## src/rtl/streak_velocity_estimator_if.sv

```systemverilog
// Pixel-stream input and velocity-result handshake bundle for streak_velocity_estimator.
interface streak_velocity_estimator_if #(
    parameter int X_W   = 11,
    parameter int Y_W   = 10,
    parameter int CNT_W = 16,
    parameter int OUT_W = 16
);
    logic                    valid_in;
    logic                    light_in;
    logic [X_W-1:0]          x_in;
    logic [Y_W-1:0]          y_in;
    logic                    frame_start_in;
    logic signed [OUT_W-1:0] vx_out;
    logic signed [OUT_W-1:0] vy_out;
    logic [CNT_W-1:0]        len_out;
    logic                    valid_out;
    logic                    ready_in;
    logic                    busy_out;
    logic [15:0]             drop_count_out;

    modport master (
        output valid_in, light_in, x_in, y_in, frame_start_in, ready_in,
        input  vx_out, vy_out, len_out, valid_out, busy_out, drop_count_out
    );

    modport slave (
        input  valid_in, light_in, x_in, y_in, frame_start_in, ready_in,
        output vx_out, vy_out, len_out, valid_out, busy_out, drop_count_out
    );
endinterface

```

## src/rtl/streak_velocity_estimator.sv

```systemverilog
// Finds horizontal lit-pixel streaks and reports signed displacement per lit pixel.
// Define STREAK_FRAC_EN for fixed-point results carrying FRAC_BITS fractional bits.
module streak_velocity_estimator #(
    parameter int X_W       = 11,
    parameter int Y_W       = 10,
    parameter int CNT_W     = 16,
    parameter int OUT_W     = 16,
    parameter int MIN_RUN   = 2,
    parameter int FRAC_BITS = 4
) (
    input  logic                       clk_in,
    input  logic                       rst_in,
    streak_velocity_estimator_if.slave bus
);
    localparam int BASE_W = ((X_W > Y_W) ? X_W : Y_W) + 1;
`ifdef STREAK_FRAC_EN
    localparam int SH = FRAC_BITS;
`else
    localparam int SH = 0 * FRAC_BITS;
`endif
    localparam int NW     = BASE_W + SH;
    localparam int WIDE   = (OUT_W > NW + 1) ? OUT_W : NW + 1;
    localparam int STEP_W = $clog2(NW + 1);
    localparam logic [STEP_W-1:0] STEP_LAST = STEP_W'(NW);
    localparam logic [CNT_W-1:0]  CNT_MIN   = CNT_W'(MIN_RUN);
    localparam logic [CNT_W-1:0]  CNT_MAX   = '1;

    typedef enum logic [1:0] {IDLE, RUN, DIV, OUT} state_t;

    state_t state, state_nxt;

    logic [X_W-1:0]   x_first, x_last, x_last_eff;
    logic [Y_W-1:0]   y_first, y_last, y_last_eff;
    logic [CNT_W-1:0] count, count_inc, count_eff, divisor;
    logic [STEP_W-1:0] step;
    logic [15:0]      drop_cnt;

    logic [NW-1:0]    q_x, q_y, q_x_nxt, q_y_nxt, dvd_x, dvd_y;
    logic [CNT_W-1:0] rem_x, rem_y, rem_x_nxt, rem_y_nxt;
    logic [CNT_W:0]   shx, shy;
    logic             ge_x, ge_y, neg_x, neg_y;
    logic signed [BASE_W-1:0] dx, dy;

    logic signed [OUT_W-1:0] vx_r, vy_r;
    logic [CNT_W-1:0]        len_r;

    logic pix_lit, start_run, extend_run, terminate, div_busy, div_done;

    function automatic logic [BASE_W-1:0] magnitude(input logic signed [BASE_W-1:0] d);
        return d[BASE_W-1] ? BASE_W'(-d) : BASE_W'(d);
    endfunction

    // Truncation toward zero falls out of dividing magnitudes and negating afterwards.
    function automatic logic signed [OUT_W-1:0] apply_sign(input logic [NW-1:0] mag,
                                                           input logic        neg);
        logic [WIDE-1:0] w;
        w = WIDE'(mag);
        if (neg) w = -w;
        return $signed(OUT_W'(w));
    endfunction

    assign pix_lit   = bus.valid_in && bus.light_in;
    assign count_inc = count + 1'b1;
    assign div_busy  = (state == DIV) && (step != STEP_LAST);
    assign div_done  = (state == DIV) && (step == STEP_LAST);

    always_comb begin
        state_nxt  = state;
        start_run  = 1'b0;
        extend_run = 1'b0;
        terminate  = 1'b0;
        case (state)
            IDLE: begin
                if (pix_lit) begin
                    start_run = 1'b1;
                    state_nxt = RUN;
                end
            end
            RUN: begin
                if (bus.frame_start_in) begin
                    start_run = pix_lit;
                    state_nxt = pix_lit ? RUN : IDLE;
                end else if (pix_lit) begin
                    extend_run = 1'b1;
                    if (count_inc == CNT_MAX) begin
                        terminate = (count_inc >= CNT_MIN);
                        state_nxt = (count_inc >= CNT_MIN) ? DIV : IDLE;
                    end
                end else if (bus.valid_in) begin
                    terminate = (count >= CNT_MIN);
                    state_nxt = (count >= CNT_MIN) ? DIV : IDLE;
                end
            end
            DIV: begin
                if (div_done) state_nxt = OUT;
            end
            OUT: begin
                if (bus.ready_in) state_nxt = IDLE;
            end
            default: state_nxt = IDLE;
        endcase
    end

    // A force-terminating pixel is folded in combinationally so the divide starts on that edge.
    always_comb begin
        x_last_eff = extend_run ? bus.x_in : x_last;
        y_last_eff = extend_run ? bus.y_in : y_last;
        count_eff  = extend_run ? count_inc : count;
        dx    = $signed(BASE_W'(x_last_eff)) - $signed(BASE_W'(x_first));
        dy    = $signed(BASE_W'(y_last_eff)) - $signed(BASE_W'(y_first));
        dvd_x = NW'(magnitude(dx)) << SH;
        dvd_y = NW'(magnitude(dy)) << SH;
    end

    // Restoring divide step: the dividend shifts out of q_* as quotient bits shift in.
    always_comb begin
        shx       = {rem_x, q_x[NW-1]};
        shy       = {rem_y, q_y[NW-1]};
        ge_x      = shx >= {1'b0, divisor};
        ge_y      = shy >= {1'b0, divisor};
        rem_x_nxt = ge_x ? CNT_W'(shx - {1'b0, divisor}) : shx[CNT_W-1:0];
        rem_y_nxt = ge_y ? CNT_W'(shy - {1'b0, divisor}) : shy[CNT_W-1:0];
        q_x_nxt   = {q_x[NW-2:0], ge_x};
        q_y_nxt   = {q_y[NW-2:0], ge_y};
    end

    always_ff @(posedge clk_in) begin
        if (rst_in) begin
            state    <= IDLE;
            count    <= '0;
            step     <= '0;
            drop_cnt <= '0;
            vx_r     <= '0;
            vy_r     <= '0;
            len_r    <= '0;
        end else begin
            state <= state_nxt;
            if (start_run)              count <= CNT_W'(1);
            else if (extend_run)        count <= count_inc;
            else if (state_nxt == IDLE) count <= '0;
            if (terminate)     step <= '0;
            else if (div_busy) step <= step + 1'b1;
            if (div_done) begin
                vx_r  <= apply_sign(q_x, neg_x);
                vy_r  <= apply_sign(q_y, neg_y);
                len_r <= divisor;
            end
            if ((state == DIV || state == OUT) && bus.valid_in && drop_cnt != 16'hFFFF)
                drop_cnt <= drop_cnt + 16'd1;
        end
    end

    always_ff @(posedge clk_in) begin
        if (start_run) begin
            x_first <= bus.x_in;
            y_first <= bus.y_in;
            x_last  <= bus.x_in;
            y_last  <= bus.y_in;
        end else if (extend_run) begin
            x_last <= bus.x_in;
            y_last <= bus.y_in;
        end
        if (terminate) begin
            q_x     <= dvd_x;
            q_y     <= dvd_y;
            rem_x   <= '0;
            rem_y   <= '0;
            neg_x   <= dx[BASE_W-1];
            neg_y   <= dy[BASE_W-1];
            divisor <= count_eff;
        end else if (div_busy) begin
            q_x   <= q_x_nxt;
            q_y   <= q_y_nxt;
            rem_x <= rem_x_nxt;
            rem_y <= rem_y_nxt;
        end
    end

    assign bus.vx_out         = vx_r;
    assign bus.vy_out         = vy_r;
    assign bus.len_out        = len_r;
    assign bus.valid_out      = (state == OUT);
    assign bus.busy_out       = (state == DIV) || (state == OUT);
    assign bus.drop_count_out = drop_cnt;
endmodule

```

## src/flat_wrapper.sv

```systemverilog
// flat-port wrapper written by rule: the top's interface ports become plain ports
module streak_velocity_estimator_flat 
#(
    parameter int X_W       = 11,
    parameter int Y_W       = 10,
    parameter int CNT_W     = 16,
    parameter int OUT_W     = 16,
    parameter int MIN_RUN   = 2,
    parameter int FRAC_BITS = 4
)
  (clk_in, rst_in, bus_valid_in, bus_light_in, bus_x_in, bus_y_in, bus_frame_start_in, bus_ready_in, bus_vx_out, bus_vy_out, bus_len_out, bus_valid_out, bus_busy_out, bus_drop_count_out);
  streak_velocity_estimator_if #(.X_W(X_W), .Y_W(Y_W), .CNT_W(CNT_W), .OUT_W(OUT_W)) bus_i ();
  input  logic clk_in;
  input  logic rst_in;
  input wire logic [$bits(bus_i.valid_in)-1:0] bus_valid_in;
  input wire logic [$bits(bus_i.light_in)-1:0] bus_light_in;
  input wire logic [$bits(bus_i.x_in)-1:0] bus_x_in;
  input wire logic [$bits(bus_i.y_in)-1:0] bus_y_in;
  input wire logic [$bits(bus_i.frame_start_in)-1:0] bus_frame_start_in;
  input wire logic [$bits(bus_i.ready_in)-1:0] bus_ready_in;
  output wire logic [$bits(bus_i.vx_out)-1:0] bus_vx_out;
  output wire logic [$bits(bus_i.vy_out)-1:0] bus_vy_out;
  output wire logic [$bits(bus_i.len_out)-1:0] bus_len_out;
  output wire logic [$bits(bus_i.valid_out)-1:0] bus_valid_out;
  output wire logic [$bits(bus_i.busy_out)-1:0] bus_busy_out;
  output wire logic [$bits(bus_i.drop_count_out)-1:0] bus_drop_count_out;
  assign bus_i.valid_in = bus_valid_in;
  assign bus_i.light_in = bus_light_in;
  assign bus_i.x_in = bus_x_in;
  assign bus_i.y_in = bus_y_in;
  assign bus_i.frame_start_in = bus_frame_start_in;
  assign bus_i.ready_in = bus_ready_in;
  assign bus_vx_out = bus_i.vx_out;
  assign bus_vy_out = bus_i.vy_out;
  assign bus_len_out = bus_i.len_out;
  assign bus_valid_out = bus_i.valid_out;
  assign bus_busy_out = bus_i.busy_out;
  assign bus_drop_count_out = bus_i.drop_count_out;
  streak_velocity_estimator #(.X_W(X_W), .Y_W(Y_W), .CNT_W(CNT_W), .OUT_W(OUT_W), .MIN_RUN(MIN_RUN), .FRAC_BITS(FRAC_BITS)) u_core (.clk_in(clk_in), .rst_in(rst_in), .bus(bus_i));
endmodule
```

## config.mk

```make
export PLATFORM = sky130hd
export DESIGN_NAME = streak_velocity_estimator_flat
export DESIGN_NICKNAME = d
export VERILOG_FILES = /design/src/rtl/streak_velocity_estimator_if.sv /design/src/rtl/streak_velocity_estimator.sv /design/src/flat_wrapper.sv
export SDC_FILE = /design/constraint.sdc
export NUM_CORES = 1
export LEC_CHECK = 0
export CAP_MARGIN = 20
export CORE_UTILIZATION = 59
export DETAILED_ROUTE_END_ITERATION = 10
export PLACE_DENSITY_LB_ADDON = 0.12
export SLEW_MARGIN = 20
export SYNTH_ARGS = -nofsm -noshare
export SYNTH_HDL_FRONTEND = slang
export SYNTH_SLANG_ARGS = --single-unit
```

## constraint.sdc

```tcl
create_clock -name clk_in -period 6.2 [get_ports clk_in]
set_input_delay 1.24 -clock clk_in [delete_from_list [all_inputs] [get_ports clk_in]]
set_output_delay 1.24 -clock clk_in [all_outputs]
set_load 0.01 [all_outputs]
```

==> impl_metrics.csv <==
group,metric,value,unit
status,status,"finished clean",
power,swShare,32.8,%
power,ir_worst_vdd,0.199,mV
worst_setup_path,crit_path_max_fanout,28,
layout,areaGrowthSynthToFinish,15.8,%
drt,wl_per_cell,15.7,µm
clock_network,cts_sinks,202,
worst_setup_path,cp_common_cell,"nand2_1",
layout,drive_gt1_share,6.47,%
layout,final_common_cell,"nand2_1",
worst_setup_path,r2r_end,"u_core.q_x[10]",
timing,maxSlewHeadroom,28.2,%
hold_path,hp-start,"u_core.bus.len_out[10]",
layout,final_util,69.9,%
timing,timing.final.crit_share,83.2,%
clock_network,cts_setup_buffers,0,
worst_setup_path,cp-start-kind,"input port",
clock_network,clk_pin_slew_worst_paths,60,ps
logic_synthesis,synth_nets,1355,
drt,vias_per_cell,5.79,
layout,fin_nets,1424,
drt,postRouteAntennaNets,0,
place,port_buffers,92,
worst_setup_path,slowest_stage,"or2_2",
logic_synthesis,synth_flop_cell,"dfxtp_1",
die,die_w,140,µm
die,fp.dieH,140,µm
worst_setup_path,arrival,5380,ps
power,p_per_area,339,nW/µm²
logic_synthesis,synth_edf_count,63,
power,p_leak,5.11,nW
worst_setup_path,worstRegToRegCells,16,
place,gp_congestion,0.855,
global_route,grt_use_met3,3.32,%
clock_network,cts_made_buffers,23,
die,num_io_pins,93,
timing,setup_violations,0,
logic_synthesis,synth_cell_types,65,
worst_setup_path,r2r_slack,1820,ps
worst_setup_path,critPathMaxStageDelay,510,ps
global_route,grt_pass1_vias,8253,
global_route,grt_overflow,0,
timing,tns,0,ps
global_route,track_usage,25.2,%
logic_synthesis,avgSynthCellArea,8.95,µm²
drt,drtIter0Drc,535,
global_route,antenna_found_initial,0,
clock_network,root_buffer,"clkbuf_16",
drt,vias,9142,
logic_synthesis,synth_area,11300,µm²
worst_setup_path,reg2reg_from,"u_core.state[1]",
timing,fin_crit,5160,ps
power,switching_power,1.45,mW
layout,num_antenna_cells,0,
power,seq_power_share,35.7,%
die,die_area,19700,µm²
worst_setup_path,cp-end-kind,"register",
die,start_util,60.3,%
place,dpl.hpwl,18000,µm
worst_setup_path,crit_family,"simple AND/OR/NAND/NOR gates",
clock_network,tritoncts,"done",
drt,post-route-drc-count,0,
timing,rsz0062_at_grt,"no",
timing,finalHoldViolCount,0,
clock_network,clkLatencyLatePin,500,ps
logic_synthesis,synth-async-reset-ratio,0,%
layout,layout.cells.non_filler,1579,
clock_network,cts_resized,0,
worst_setup_path,cp_num_buf_inv,3,
global_route,grt_max_degree,77,
drt,wirelength,24700,µm
power,pwr-share-clk,29.1,%
global_route,busiest_layer,"met2",
timing,worst_pin_slew,1080,ps
power,total_power,4.43,mW
die,rows,50,
worst_setup_path,cp_data_required_time,6420,ps
logic_synthesis,synthCells,1261,
power,combPwrFrac,35.1,%
timing,fmax,194,MHz
logic_synthesis,yosys_register_bits,202,
logic_synthesis,seq_area_frac_synth,41.4,%
flow_run,drv_cap,0,
global_route,grt_pass1_wl,40700,µm
global_route,grt_util_met2,39.4,%
clock_network,hold_buffers,0,
hold_path,min_path_type,"register to register",
worst_setup_path,path_cells,"clkdlybuf4s50_1, nand2b_1, or2_2, clkinv_1, buf_4, nand2_1, nand2_1, ha_1, nor3b_1, a211oi_1, o211ai_1, nor4_1, nand3b_1, o31ai_1, xor2_1, a21oi_1",
clock_network,htree_num_levels,1,
logic_synthesis,synth-warning-count,0,
drt,firstDrtPassIters,7,
layout,final_cell_mix,"175 x nand2_1, 139 x dfxtp_1, 109 x nor2_1",
power,internal-power,2.97,mW
timing,drv_slew,0,
place,dp.cells,1539,
hold_path,holdPathStages,2,
timing,setup_slack,1040,ps
clock_network,cts_buffer_depth,3,
place,post-place-ws,547,ps
die,core-area,18700,µm²
hold_path,hold_path_end,"u_core.bus.len_out[10]",
timing,finClkSkew,18.2,ps
worst_setup_path,worstSetupPathType,"input port to register",
global_route,grt_use_met1,37.4,%
-- metal layers --
layer  wire, µm  up-vias
li1           -     4623
met1      12300     4278
met2      10800      221
met3       1350       20
met4        322        0
met5          0        -
-- worst max path at each step --
| stage | depth (start not counted) | slack [ps] | start | to |
|---|---|---|---|---|
| after detailed placement | 16 | 550 | bus_frame_start_in | u_core.q_x[10] |
| after global routing | 17 | 670 | bus_valid_in | u_core.q_x[10] |
| after global placement | 16 | 710 | bus_frame_start_in | u_core.q_x[10] |
| final | 16 | 1040 | bus_frame_start_in | u_core.q_x[10] |
| after CTS | 16 | 1050 | bus_frame_start_in | u_core.q_x[10] |
| after floorplan | 18 | 1480 | bus_valid_in | u_core.q_x[10] |
-- registers in the layout (all words and copies together) (netlist names), 12 cells and up --
name,flops
u_core.bus.drop_count_out,16
u_core.bus.len_out,16
u_core.bus.vx_out,16
u_core.bus.vy_out,16
u_core.count,16
u_core.divisor,16
u_core.rem_x,16
u_core.rem_y,16
u_core.q_x,12
u_core.q_y,12
-- cell usage after synthesis, drive strengths merged (6+ instances only) --
cell type,number,area [µm²]
nor4,12,75.1
and2,9,56.3
ha,63,788
o311ai,9,78.8
a21oi,84,420
and3,17,106
or3,10,62.6
or2,9,56.3
o41ai,7,68.8
nand3,26,135
nor3,20,100
dfxtp,139,2780
nand4,18,113
nand2,175,657
o21ai,48,240
edfxtp,63,1890
mux2i,29,290
o31ai,12,90.1
xnor2,48,420
inv,63,236
a211oi,26,195
a21boi,6,45.0
nand2b,7,43.8
o2111ai,6,58.8
o21a,11,82.6
xor2,48,420
mux2,25,282
nor2,109,409
nor2b,19,119
a31oi,10,62.6
clkbuf,44,166
nand3b,7,52.6
o22ai,11,68.8
buf,14,66.3
-- worst register-to-register path, delay by kind of cell, from the launching register on --
kind / cells / cell delay [ps]
AND/OR/NAND/NOR: 8 / 1580
buffers and inverters: 2 / 760
AO/OA/AOI/OAI: 4 / 760
flip-flops: 1 / 480
adder cells (fa/ha/maj): 1 / 340
XOR/XNOR: 1 / 180
-- power by group through the flow --
| stage | Sequential [mW] | Clock [mW] | Combinational, mW |
|---|---|---|---|
| after CTS | 1.58 | 1.31 | 1.55 |
| after global routing | 1.60 | 1.37 | 1.74 |
| after global placement | 1.60 | 0 | 1.50 |
| after detailed placement | 1.60 | 0 | 1.54 |
| final | 1.58 | 1.29 | 1.55 |
| after floorplan | 1.58 | 0 | 1.26 |
-- area by class of cell --
class	count	area, µm²
sequential	202	4670
tap	234	293
multi-input combinational	937	6150
inverter	64	240
timing repair buffer	102	991
clock inverter	5	58.8
fill	1540	5630
clock buffer	35	661
-- logic make-up (layout without fill, tap and decap cells) --
family | after synthesis | in the layout | share of synthesized area [%]
AND/OR/NAND/NOR | 450 | 450 | 18.5
flip-flops | 202 | 202 | 41.4
buffers and inverters | 122 | 206 | 4.19
AO/OA/AOI/OAI | 270 | 270 | 15.7
adder cells (fa/ha/maj) | 67 | 67 | 7.70
XOR/XNOR | 96 | 96 | 7.45
multiplexers | 54 | 54 | 5.07
-- stage by stage --
stage / hold WS, ps / cell area, µm²
floorplan: 453 / 11300
global placement: 442 / 12300
detailed placement: 447 / 12300
CTS: 455 / 13100
global route: 477 / 13100
finish: 454 / 13100
(Power assumes the default switching activity.)
